## src/rtl/read_32bit_from_ip_ram.sv

```systemverilog
// Reads four consecutive bytes from an 8-bit RAM and presents them as one 32-bit word.
// Byte order is little-endian unless RD_BIG_ENDIAN_EN is defined.
module read_32bit_from_ip_ram #(
    parameter int ADDR_WIDTH = 19,
    parameter int RD_LATENCY = 1
) (
    input  logic                  clk,
    input  logic                  rst,
    input  logic                  read_enable,
    input  logic [ADDR_WIDTH-1:0] address,
    output logic [ADDR_WIDTH-1:0] ram_address,
    input  logic [7:0]            ram_readdata,
    output logic [31:0]           data_out,
    output logic                  busy,
    output logic                  done
);

    localparam logic [1:0] IDLE  = 2'd0;
    localparam logic [1:0] ISSUE = 2'd1;
    localparam logic [1:0] DRAIN = 2'd2;

    logic [1:0]            state;
    logic [1:0]            issue_cnt;
    logic [ADDR_WIDTH-1:0] base;
    logic [31:0]           shadow;
    logic [31:0]           assembled;
    logic [RD_LATENCY-1:0] tag_vld;
    logic [1:0]            tag_idx [RD_LATENCY];
    logic                  emerge;
    logic                  last;

    function automatic logic [4:0] lane(input logic [1:0] i);
`ifdef RD_BIG_ENDIAN_EN
        return {~i, 3'b000};
`else
        return {i, 3'b000};
`endif
    endfunction

    assign emerge = tag_vld[RD_LATENCY-1];
    assign last   = emerge && (tag_idx[RD_LATENCY-1] == 2'd3);
    assign busy   = (state != IDLE);

    assign ram_address = (state == ISSUE)
                       ? base + ADDR_WIDTH'(issue_cnt)
                       : '0;

    // Shadow with the emerging byte merged in; data_out only ever sees a full word
    always_comb begin
        assembled = shadow;
        assembled[lane(tag_idx[RD_LATENCY-1]) +: 8] = ram_readdata;
    end

    always_ff @(posedge clk) begin
        if (rst) begin
            state     <= IDLE;
            issue_cnt <= '0;
            base      <= '0;
            shadow    <= '0;
            data_out  <= '0;
            done      <= 1'b0;
            tag_vld   <= '0;
            for (int k = 0; k < RD_LATENCY; k++) begin
                tag_idx[k] <= '0;
            end
        end else begin
            done       <= 1'b0;
            tag_vld[0] <= (state == ISSUE);
            tag_idx[0] <= issue_cnt;
            for (int k = 1; k < RD_LATENCY; k++) begin
                tag_vld[k] <= tag_vld[k-1];
                tag_idx[k] <= tag_idx[k-1];
            end

            if (emerge) begin
                shadow <= assembled;
            end
            if (last) begin
                data_out <= assembled;
                done     <= 1'b1;
            end

            case (state)
                IDLE: begin
                    if (read_enable) begin
                        base      <= address;
                        issue_cnt <= '0;
                        state     <= ISSUE;
                    end
                end
                ISSUE: begin
                    issue_cnt <= issue_cnt + 2'd1;
                    if (issue_cnt == 2'd3) begin
                        state <= DRAIN;
                    end
                end
                DRAIN: begin
                    if (last) begin
                        state <= IDLE;
                    end
                end
                default: state <= IDLE;
            endcase
        end
    end

endmodule
```

## config.mk

```make
export PLATFORM = sky130hd
export DESIGN_NAME = read_32bit_from_ip_ram
export DESIGN_NICKNAME = d
export VERILOG_FILES = /design/src/rtl/read_32bit_from_ip_ram.sv
export SDC_FILE = /design/constraint.sdc
export NUM_CORES = 1
export LEC_CHECK = 0
export CAP_MARGIN = 0
export CORE_MARGIN = 2
export CORE_UTILIZATION = 53
export DETAILED_ROUTE_END_ITERATION = 7
export PLACE_DENSITY = 0.87
export SLEW_MARGIN = 20
export SYNTH_ARGS = -nofsm -noshare
export SYNTH_HDL_FRONTEND = slang
export SYNTH_SLANG_ARGS = --single-unit
```

## constraint.sdc

```tcl
create_clock -name clk -period 4.11 [get_ports clk]
set_input_delay 0.822 -clock clk [delete_from_list [all_inputs] [get_ports clk]]
set_output_delay 0.822 -clock clk [all_outputs]
set_load 0.03 [all_outputs]
```

==> impl_results.html, run 1 <==
<table>
<tr><th>Metric</th><th>Value</th></tr>
<tr><th colspan="2">Status</th></tr>
<tr><td>Outcome</td><td>completed</td></tr>
<tr><th colspan="2">Floorplanning</th></tr>
<tr><td>Die Y</td><td>86.1 µm</td></tr>
<tr><td>Area of the core</td><td>6420 µm²</td></tr>
<tr><td>Area enclosed by the die boundary</td><td>7410 µm²</td></tr>
<tr><td>Initial Utilization</td><td>0.556</td></tr>
<tr><td>I/O pin cnt</td><td>83</td></tr>
<tr><td>Die boundary width</td><td>86.1 µm</td></tr>
<tr><td>Cell Rows</td><td>29</td></tr>
<tr><th colspan="2">Timing</th></tr>
<tr><td>Final critical path time including I/O delays and setup</td><td>3.89 ns</td></tr>
<tr><td>Max-slew violations</td><td>0</td></tr>
<tr><td>Part of the cycle the worst path needs</td><td>0.945</td></tr>
<tr><td>Worst rel slew slack</td><td>0.397</td></tr>
<tr><td>Setup Viol. Count Final</td><td>0</td></tr>
<tr><td>Final total negative setup slack</td><td>0 ns</td></tr>
<tr><td>RSZ-0062 raised after global routing</td><td>false</td></tr>
<tr><td>Upper clock frequency limit</td><td>0.257 GHz</td></tr>
<tr><td>Worst Max-Slew Pin Slew</td><td>0.904 ns</td></tr>
<tr><td>Number of failing hold endpoints at the final stage</td><td>0</td></tr>
<tr><td>Final setup slack of the worst path</td><td>0.225 ns</td></tr>
<tr><td>Skew final</td><td>0.00746 ns</td></tr>
<tr><th colspan="2">Min path</th></tr>
<tr><td>Instance count along the most critical hold path</td><td>2</td></tr>
<tr><td>Source of the worst hold timing path</td><td>data_out[26]</td></tr>
<tr><td>Hold WC Path Type</td><td>flip-flop to flip-flop</td></tr>
<tr><td>Worst min-delay path endpoint</td><td>data_out[26]</td></tr>
<tr><th colspan="2">Layout</th></tr>
<tr><td>Layout net count</td><td>540</td></tr>
<tr><td>Relative area change from synthesis to final layout</td><td>30.5%</td></tr>
<tr><td>Number of antenna diodes</td><td>0</td></tr>
<tr><td>Finished Layout Cells</td><td>583</td></tr>
<tr><td>Fraction of final layout cells with drive strength greater than 1</td><td>0.0514</td></tr>
<tr><td>Leading cell types in the layout, fill and taps excluded</td><td>sky130_fd_sc_hd__dfxtp_1 (83), sky130_fd_sc_hd__clkdlybuf4s50_1 (79), sky130_fd_sc_hd__nand2_1 (65)</td></tr>
<tr><td>Most common cell after layout, fill and taps aside</td><td>sky130_fd_sc_hd__dfxtp_1</td></tr>
<tr><th colspan="2">GRT</th></tr>
<tr><td>Wire length of the first global-routing pass</td><td>14.8 mm</td></tr>
<tr><td>Aggregate global routing overflow</td><td>0</td></tr>
<tr><td>Global-route total usage across every layer</td><td>0.252</td></tr>
<tr><td>Number of global-route vias before repair</td><td>3300</td></tr>
<tr><td>Initial antenna violation count</td><td>0</td></tr>
<tr><td>Largest net degree at the start of global routing</td><td>49</td></tr>
<tr><th colspan="2">Logic synthesis</th></tr>
<tr><td>Flops &amp; latches, synth</td><td>83</td></tr>
<tr><td>Gate count of the mapped netlist</td><td>434</td></tr>
<tr><td>Compound-Gate Fraction of Synth Area</td><td>0.174</td></tr>
<tr><td>Post-synth top area share</td><td>0.465</td></tr>
<tr><td>Total of warnings raised by yosys</td><td>0</td></tr>
<tr><td>Xor/xnor cell area share of the yosys netlist</td><td>0.0221</td></tr>
<tr><td>Mux share of post-synthesis cell area</td><td>0</td></tr>
<tr><td>EDFF count, synth</td><td>0</td></tr>
<tr><td>Syn Nets</td><td>473</td></tr>
<tr><td>Sequential element share of the synthesized area</td><td>0.465</td></tr>
<tr><td>Adder and majority cell fraction of the synthesized area</td><td>0.0336</td></tr>
<tr><td>Count of unique library cells instantiated by Yosys</td><td>36</td></tr>
<tr><td>Fraction of the mapped netlist area in simple logic gates</td><td>0.261</td></tr>
<tr><td>Synthesized area per cell</td><td>8.23 µm²</td></tr>
<tr><td>Top cell type by total area after synthesis</td><td>sky130_fd_sc_hd__dfxtp_1</td></tr>
<tr><td>Cells taking the most area after synthesis</td><td>sky130_fd_sc_hd__dfxtp_1 (47%), sky130_fd_sc_hd__nand2_1 (6.9%), sky130_fd_sc_hd__nor2_1 (6.7%)</td></tr>
<tr><td>Synth async-reset ratio</td><td>0</td></tr>
<tr><td>Largest family of logic cells by synthesized area</td><td>simple AND/OR/NAND/NOR gates</td></tr>
<tr><td>Combined area of all synthesized cells</td><td>3570 µm²</td></tr>
<tr><td>Commonest register cell after synthesis</td><td>sky130_fd_sc_hd__dfxtp_1</td></tr>
<tr><th colspan="2">Clock tree</th></tr>
<tr><td>TritonCTS Buffers</td><td>9</td></tr>
<tr><td>Max Root-Sink Buffers</td><td>2</td></tr>
<tr><td>Number of buffers inserted by hold repair at cts</td><td>0</td></tr>
<tr><td>Later-pin clock latency in the skew report</td><td>0.35 ns</td></tr>
<tr><td>Clock-pin slew on the worst setup and hold paths</td><td>0.08 ns</td></tr>
<tr><td>Clk sinks</td><td>83</td></tr>
<tr><td>Resized Gates After CTS</td><td>0</td></tr>
<tr><td>Number of buffers added for setup after CTS</td><td>0</td></tr>
<tr><td>H-Tree Depth</td><td>3</td></tr>
<tr><td>TritonCTS clock tree</td><td>yes</td></tr>
<tr><td>Clock root buffer</td><td>sky130_fd_sc_hd__clkbuf_8</td></tr>
<tr><th colspan="2">Routing</th></tr>
<tr><td>Top Metal Used</td><td>met4</td></tr>
<tr><td>Final wirelength</td><td>8.87 mm</td></tr>
<tr><td>Met2 wirelength from detailed routing</td><td>4.27 mm</td></tr>
<tr><td>Routed met3 length</td><td>583 µm</td></tr>
<tr><td>Routed metal-1 wire length</td><td>3.83 mm</td></tr>
<tr><td>Count of unresolved DRC violations after routing</td><td>0</td></tr>
<tr><td>Vias post-DR</td><td>3435</td></tr>
<tr><td>Count of antenna-violating nets left after detailed routing</td><td>0</td></tr>
<tr><td>Initial DRC count</td><td>269</td></tr>
<tr><td>Detailed-routing iteration count for the pre-antenna-repair pass</td><td>5</td></tr>
<tr><td>Average detailed-routed wire length per instance</td><td>15.2 µm</td></tr>
<tr><td>Number of vias per cell after detailed routing</td><td>5.89</td></tr>
<tr><th colspan="2">Critical path</th></tr>
<tr><td>Critical path class</td><td>flip-flop to output pin</td></tr>
<tr><td>Nature of the critical path endpoint</td><td>output pin</td></tr>
<tr><td>Startpoint class of the critical path</td><td>flip-flop</td></tr>
<tr><td>Critical path launch point</td><td>issue_cnt[0]</td></tr>
<tr><td>Slack of the worst reg-to-reg path</td><td>1.98 ns</td></tr>
<tr><td>Endpoint arrival time on the critical path</td><td>3.06 ns</td></tr>
<tr><td>Launch instance of the worst register-to-register path</td><td>tag_idx[0][0]</td></tr>
<tr><td>Largest fanout of any net on the critical path</td><td>7</td></tr>
<tr><td>Reg-to-reg endpoint</td><td>shadow[3]</td></tr>
<tr><td>Depth of the worst register-to-register path</td><td>7</td></tr>
<tr><td>Data required time at the worst endpoint</td><td>3.29 ns</td></tr>
<tr><th colspan="2">Placed design</th></tr>
<tr><td>Post-placement setup slack</td><td>0.468 ns</td></tr>
<tr><td>Post-DP HPWL</td><td>6.05 mm</td></tr>
<tr><td>IO buf count</td><td>82</td></tr>
<tr><td>RePlAce Congestion</td><td>0.910</td></tr>
<tr><td>Placed Instances</td><td>567</td></tr>
<tr><th colspan="2">Pwr</th></tr>
<tr><td>Reported leakage power</td><td>1.67 nW</td></tr>
<tr><td>Peak supply drop</td><td>0.244 mV</td></tr>
<tr><td>Pwr Density</td><td>374 nW/µm²</td></tr>
<tr><th colspan="2">Run</th></tr>
<tr><td>Max-capacitance violation count</td><td>0</td></tr>
</table>
## state kept, by name, indices dropped and copies added, names as in the netlist
register / flops
data_out: 32
shadow: 24
base: 19
issue_cnt: 2
state: 2
tag_idx: 2
done: 1
emerge: 1
## synth_stat cells, types with 4 or more instances
library cell	instances
sky130_fd_sc_hd__nand4_1	6
sky130_fd_sc_hd__dfxtp_1	83
sky130_fd_sc_hd__nor3_1	25
sky130_fd_sc_hd__nor2_1	64
sky130_fd_sc_hd__nor2b_1	4
sky130_fd_sc_hd__xor2_1	7
sky130_fd_sc_hd__a22oi_1	24
sky130_fd_sc_hd__or3_1	6
sky130_fd_sc_hd__a221oi_1	24
sky130_fd_sc_hd__ha_1	8
sky130_fd_sc_hd__clkbuf_1	24
sky130_fd_sc_hd__nand2_1	66
sky130_fd_sc_hd__o21ai_1	5
sky130_fd_sc_hd__nand3_1	5
sky130_fd_sc_hd__buf_2	6
sky130_fd_sc_hd__a21oi_1	37
sky130_fd_sc_hd__inv_1	9
sky130_fd_sc_hd__and2_1	7
## per-layer routing
metal / vias up / global-route usage
li1: 1658 / -
met3: 25 / 0.0751
met1: 1607 / 0.316
met2: 145 / 0.402
met5: - / 0
met4: 0 / 0.104
## worst max-delay path by stage
stage | end | slack, ns | cells past startpoint
global route | ram_address[16] | 0.02 | 8
finish | ram_address[16] | 0.22 | 8
global placement | ram_address[16] | 0.53 | 8
CTS | ram_address[16] | 0.07 | 8
floorplan | ram_address[16] | 1.13 | 8
detailed placement | ram_address[16] | 0.47 | 8
## critical path: stages, from the launching register on
cell and delay [ns]:
sky130_fd_sc_hd__dfxtp_1 0.40, sky130_fd_sc_hd__ha_1 0.20, sky130_fd_sc_hd__inv_1 0.06, sky130_fd_sc_hd__fa_1 0.38, sky130_fd_sc_hd__nor2b_2 0.28, sky130_fd_sc_hd__nand4_2 0.20
sky130_fd_sc_hd__or3_1 0.34, sky130_fd_sc_hd__a21oi_1 0.15, sky130_fd_sc_hd__clkdlybuf4s50_1 0.70
## through the flow
stage,hold slack (ns),util,area [µm²],power (mW)
6_report,0.472,0.725,4660,1.74
5_1_grt,0.496,0.725,4660,1.80
4_1_cts,0.471,0.724,4650,1.75
2_1_floorplan,0.440,-,3570,0.945
3_5_place_dp,0.455,0.684,4390,1.02
3_3_place_gp,0.450,0.684,4390,1.01
## kinds of logic (layout without fill, tap and decap cells)
| family | Yosys count | after routing |
|---|---|---|
| buf+inv | 40 | 112 |
| xor+xnor | 9 | 9 |
| compound gates | 93 | 93 |
| simple gates | 200 | 200 |
| fa+ha+maj | 9 | 9 |
| flops | 83 | 83 |
## final cells by class
type                    count  area [µm²]
fillers                   499        1760
multi-input cells         311        1760
flip-flops and latches     83        1660
repair buffers             86         851
clock buffers              11         131
clock inverters             5         125
well taps                  77        96.3
inverters                  10        37.5
## where the power goes
| group | switching [mW] | total, mW | internal (mW) | leakage (nW) |
|---|---|---|---|---|
| Sequential | 0.0216 | 0.844 | 0.822 | 0.672 |
| Combinational | 0.0937 | 0.158 | 0.0642 | 0.867 |
| Clock | 0.276 | 0.740 | 0.464 | 0.128 |
| Total | 0.391 | 1.74 | 1.35 | 1.67 |
No activity file was read; power rests on OpenSTA's default activity.
==> inputs of run 2 (changes only) <==
--- a/config.mk
+++ b/config.mk
@@ -6,10 +6,10 @@
 export NUM_CORES = 1
 export LEC_CHECK = 0
 export CAP_MARGIN = 0
-export CORE_MARGIN = 2
-export CORE_UTILIZATION = 53
+export CORE_MARGIN = 1
+export CORE_UTILIZATION = 45
 export DETAILED_ROUTE_END_ITERATION = 7
-export PLACE_DENSITY = 0.87
+export PLACE_DENSITY = 0.76
 export SLEW_MARGIN = 20
 export SYNTH_ARGS = -nofsm -noshare
 export SYNTH_HDL_FRONTEND = slang
==> run 2 against run 1 <==
Cell count up 4.5%; sequential share of layout area up 0.14 points; first-iteration DRC count down 29%; largest cell class unchanged; critical endpoint unchanged; clock power down 18%; core utilization down 12 points; total power down 7.9%.
==> impl_results.html, run 2 (synthesized netlist as in run 1, its figures left out) <==
<table>
<tr><th>Metric</th><th>Value</th></tr>
<tr><th colspan="2">GRT</th></tr>
<tr><td>Largest net degree at the start of global routing</td><td>47 (was 49)</td></tr>
<tr><td>Met3 routing resource usage after global routing</td><td>0.0335 (was 0.0751)</td></tr>
<tr><td>Number of global-route vias before repair</td><td>3116 (was 3300)</td></tr>
<tr><td>Global-route total usage across every layer</td><td>0.215 (was 0.252)</td></tr>
<tr><td>Grt met2 use</td><td>0.355 (was 0.402)</td></tr>
<tr><td>Wire length of the first global-routing pass</td><td>14.3 mm (was 14.8 mm)</td></tr>
<tr><td>Aggregate global routing overflow</td><td>0 (unchanged)</td></tr>
<tr><td>Most crowded layer after global routing</td><td>met2 (unchanged)</td></tr>
<tr><td>Initial antenna violation count</td><td>0 (unchanged)</td></tr>
<tr><td>Met1 usage in global routing</td><td>0.273 (was 0.316)</td></tr>
<tr><th colspan="2">Status</th></tr>
<tr><td>Outcome</td><td>completed (unchanged)</td></tr>
<tr><th colspan="2">Timing</th></tr>
<tr><td>Upper clock frequency limit</td><td>0.256 GHz (was 0.257 GHz)</td></tr>
<tr><td>RSZ-0062 raised after global routing</td><td>false (unchanged)</td></tr>
<tr><td>Max-slew violations</td><td>0 (unchanged)</td></tr>
<tr><td>Worst rel slew slack</td><td>0.400 (was 0.397)</td></tr>
<tr><td>Final worst hold slack</td><td>0.463 ns (was 0.472 ns)</td></tr>
<tr><td>Skew final</td><td>0.0127 ns (was 0.00746 ns)</td></tr>
<tr><td>Final critical path time including I/O delays and setup</td><td>3.91 ns (was 3.89 ns)</td></tr>
<tr><td>Worst Max-Slew Pin Slew</td><td>0.900 ns (was 0.904 ns)</td></tr>
<tr><td>Part of the cycle the worst path needs</td><td>0.952 (was 0.945)</td></tr>
<tr><td>Number of failing hold endpoints at the final stage</td><td>0 (unchanged)</td></tr>
<tr><td>Final total negative setup slack</td><td>0 ns (unchanged)</td></tr>
<tr><td>Final setup slack of the worst path</td><td>0.198 ns (was 0.225 ns)</td></tr>
<tr><td>Setup Viol. Count Final</td><td>0 (unchanged)</td></tr>
<tr><th colspan="2">Routing</th></tr>
<tr><td>Final wirelength</td><td>8.64 mm (was 8.87 mm)</td></tr>
<tr><td>Detailed-routing iteration count for the pre-antenna-repair pass</td><td>4 (was 5)</td></tr>
<tr><td>Initial DRC count</td><td>191 (was 269)</td></tr>
<tr><td>Average detailed-routed wire length per instance</td><td>14.2 µm (was 15.2 µm)</td></tr>
<tr><td>Number of vias per cell after detailed routing</td><td>5.39 (was 5.89)</td></tr>
<tr><td>Count of unresolved DRC violations after routing</td><td>0 (unchanged)</td></tr>
<tr><td>Count of antenna-violating nets left after detailed routing</td><td>0 (unchanged)</td></tr>
<tr><td>Vias post-DR</td><td>3283 (was 3435)</td></tr>
<tr><th colspan="2">Critical path</th></tr>
<tr><td>Data required time at the worst endpoint</td><td>3.29 ns (about the same)</td></tr>
<tr><td>Critical path class</td><td>flip-flop to output pin (unchanged)</td></tr>
<tr><td>Slack of the worst reg-to-reg path</td><td>2.12 ns (was 1.98 ns)</td></tr>
<tr><td>Endpoint arrival time on the critical path</td><td>3.09 ns (was 3.06 ns)</td></tr>
<tr><td>Depth of the worst register-to-register path</td><td>7 (unchanged)</td></tr>
<tr><td>Reg-to-reg endpoint</td><td>shadow[1] (was shadow[3])</td></tr>
<tr><td>Startpoint class of the critical path</td><td>flip-flop (unchanged)</td></tr>
<tr><td>Nature of the critical path endpoint</td><td>output pin (unchanged)</td></tr>
<tr><td>Largest fanout of any net on the critical path</td><td>7 (unchanged)</td></tr>
<tr><td>Launch instance of the worst register-to-register path</td><td>tag_idx[0][0] (unchanged)</td></tr>
<tr><td>Critical path launch point</td><td>issue_cnt[0] (unchanged)</td></tr>
<tr><th colspan="2">Pwr</th></tr>
<tr><td>Reported leakage power</td><td>1.61 nW (was 1.67 nW)</td></tr>
<tr><td>Peak supply drop</td><td>0.173 mV (was 0.244 mV)</td></tr>
<tr><td>Pwr Density</td><td>346 nW/µm² (was 374 nW/µm²)</td></tr>
<tr><th colspan="2">Floorplanning</th></tr>
<tr><td>Die boundary width</td><td>91.1 µm (was 86.1 µm)</td></tr>
<tr><td>Die Y</td><td>91.1 µm (was 86.1 µm)</td></tr>
<tr><td>Initial Utilization</td><td>0.464 (was 0.556)</td></tr>
<tr><td>I/O pin cnt</td><td>83 (unchanged)</td></tr>
<tr><td>Area of the core</td><td>7690 µm² (was 6420 µm²)</td></tr>
<tr><td>Cell Rows</td><td>32 (was 29)</td></tr>
<tr><td>Area enclosed by the die boundary</td><td>8290 µm² (was 7410 µm²)</td></tr>
<tr><th colspan="2">Clock tree</th></tr>
<tr><td>Clock root buffer</td><td>sky130_fd_sc_hd__clkbuf_8 (unchanged)</td></tr>
<tr><td>H-Tree Depth</td><td>3 (unchanged)</td></tr>
<tr><td>Later-pin clock latency in the skew report</td><td>0.36 ns (was 0.35 ns)</td></tr>
<tr><td>Max Root-Sink Buffers</td><td>2 (unchanged)</td></tr>
<tr><td>Clk sinks</td><td>83 (unchanged)</td></tr>
<tr><td>Clock-pin slew on the worst setup and hold paths</td><td>0.09 ns (was 0.08 ns)</td></tr>
<tr><td>TritonCTS clock tree</td><td>yes (unchanged)</td></tr>
<tr><td>Number of buffers added for setup after CTS</td><td>0 (unchanged)</td></tr>
<tr><td>TritonCTS Buffers</td><td>9 (unchanged)</td></tr>
<tr><th colspan="2">Layout</th></tr>
<tr><td>Largest regs</td><td>data_out: 32 flops, shadow: 24 flops, base: 19 flops (unchanged)</td></tr>
<tr><td>Max reg flops</td><td>32 (unchanged)</td></tr>
<tr><td>Most flop-heavy register</td><td>data_out (unchanged)</td></tr>
<tr><td>Leading cell types in the layout, fill and taps excluded</td><td>sky130_fd_sc_hd__dfxtp_1 (83), sky130_fd_sc_hd__clkdlybuf4s50_1 (81), sky130_fd_sc_hd__nand2_1 (66) (was sky130_fd_sc_hd__dfxtp_1 (83), sky130_fd_sc_hd__clkdlybuf4s50_1 (79), sky130_fd_sc_hd__nand2_1 (65))</td></tr>
<tr><td>Relative area change from synthesis to final layout</td><td>30.0% (was 30.5%)</td></tr>
<tr><td>Fraction of final layout cells with drive strength greater than 1</td><td>0.0552 (was 0.0514)</td></tr>
<tr><td>End-of-flow core utilization</td><td>0.604 (was 0.725)</td></tr>
<tr><td>Most common cell after layout, fill and taps aside</td><td>sky130_fd_sc_hd__dfxtp_1 (unchanged)</td></tr>
<tr><td>Layout net count</td><td>541 (was 540)</td></tr>
<tr><td>Number of antenna diodes</td><td>0 (unchanged)</td></tr>
<tr><th colspan="2">Placed design</th></tr>
<tr><td>IO buf count</td><td>82 (unchanged)</td></tr>
<tr><td>Post-DP HPWL</td><td>5.95 mm (was 6.05 mm)</td></tr>
<tr><td>RePlAce Congestion</td><td>0.905 (was 0.910)</td></tr>
<tr><td>Post-placement setup slack</td><td>0.458 ns (was 0.468 ns)</td></tr>
<tr><th colspan="2">Min path</th></tr>
<tr><td>Worst min-delay path endpoint</td><td>base[0] (was data_out[26])</td></tr>
<tr><td>Hold WC Path Type</td><td>flip-flop to flip-flop (unchanged)</td></tr>
<tr><td>Source of the worst hold timing path</td><td>base[0] (was data_out[26])</td></tr>
<tr><td>Instance count along the most critical hold path</td><td>2 (unchanged)</td></tr>
<tr><th colspan="2">Run</th></tr>
<tr><td>Max-capacitance violation count</td><td>0 (unchanged)</td></tr>
</table>
==> run 2: cell types whose count changed in the layout (fill, tap and decap cells not counted), sizes merged <==
cell           before  now
buf                 5    6
bufinv              4    1
clkbuf             11    9
clkdlybuf4s50      79   81
clkinv              1    0
clkinvlp            0    2
dlymetal6s2s        2    0
inv                10   14
==> run 2: how the worst max path moves through the flow <==
| stage | to | depth (start not counted) |
|---|---|---|
| 2_1_floorplan | ram_address[16] | 8 |
| 3_3_place_gp | ram_address[16] | 8 |
| 3_5_place_dp | ram_address[16] | 8 |
| 4_1_cts | ram_address[16] | 8 |
| 5_1_grt | ram_address[12] | 8 |
| 6_report | ram_address[16] | 8 |
==> run 2: worst max-delay path, cell delays in order, from the launching register on <==
cell                              delay [ns]
sky130_fd_sc_hd__dfxtp_1                0.40
sky130_fd_sc_hd__ha_1                   0.20
sky130_fd_sc_hd__inv_1                  0.06
sky130_fd_sc_hd__fa_1                   0.39
sky130_fd_sc_hd__nor2b_2                0.28
sky130_fd_sc_hd__nand4_2                0.20
sky130_fd_sc_hd__or3_1                  0.34
sky130_fd_sc_hd__a21oi_1                0.16
sky130_fd_sc_hd__clkdlybuf4s50_1        0.70
==> run 2: routing by layer <==
layer / routed length [µm] / up-vias
li1: - / 1654
met1: 3810 / 1513
met2: 4150 / 101
met3: 476 / 15
met4: 201 / 0
met5: 0 / -
==> run 2: power breakdown <==
group / leakage (nW) / switching (mW) / internal [mW]
combinational: 0.834 / 0.0913 / 0.0644
sequential: 0.672 / 0.0212 / 0.822
clock: 0.0988 / 0.313 / 0.291
==> run 2: cell type report <==
type                            instances  area [µm²]
Multi-Input combinational cell        311        1750
Sequential cell                        83        1660
Clock buffer                            9         124
Inverter                               10        37.5
Tap cell                              102         128
Timing Repair Buffer                   87         853
Fill cell                             703        3050
Clock inverter                          7        82.6
==> run 2: repair_timing <==
action	CTS	global route
gates resized for setup	0	1
hold buffers	0	0
endpoints found under the setup margin	0	4
==> run 2: per-stage QoR <==
step	total power [mW]	cells	area, µm²
2_1_floorplan	0.945	434	3570
3_3_place_gp	1.01	593	4430
3_5_place_dp	1.02	593	4430
4_1_cts	1.62	609	4640
5_1_grt	1.67	609	4640
6_report	1.60	609	4640
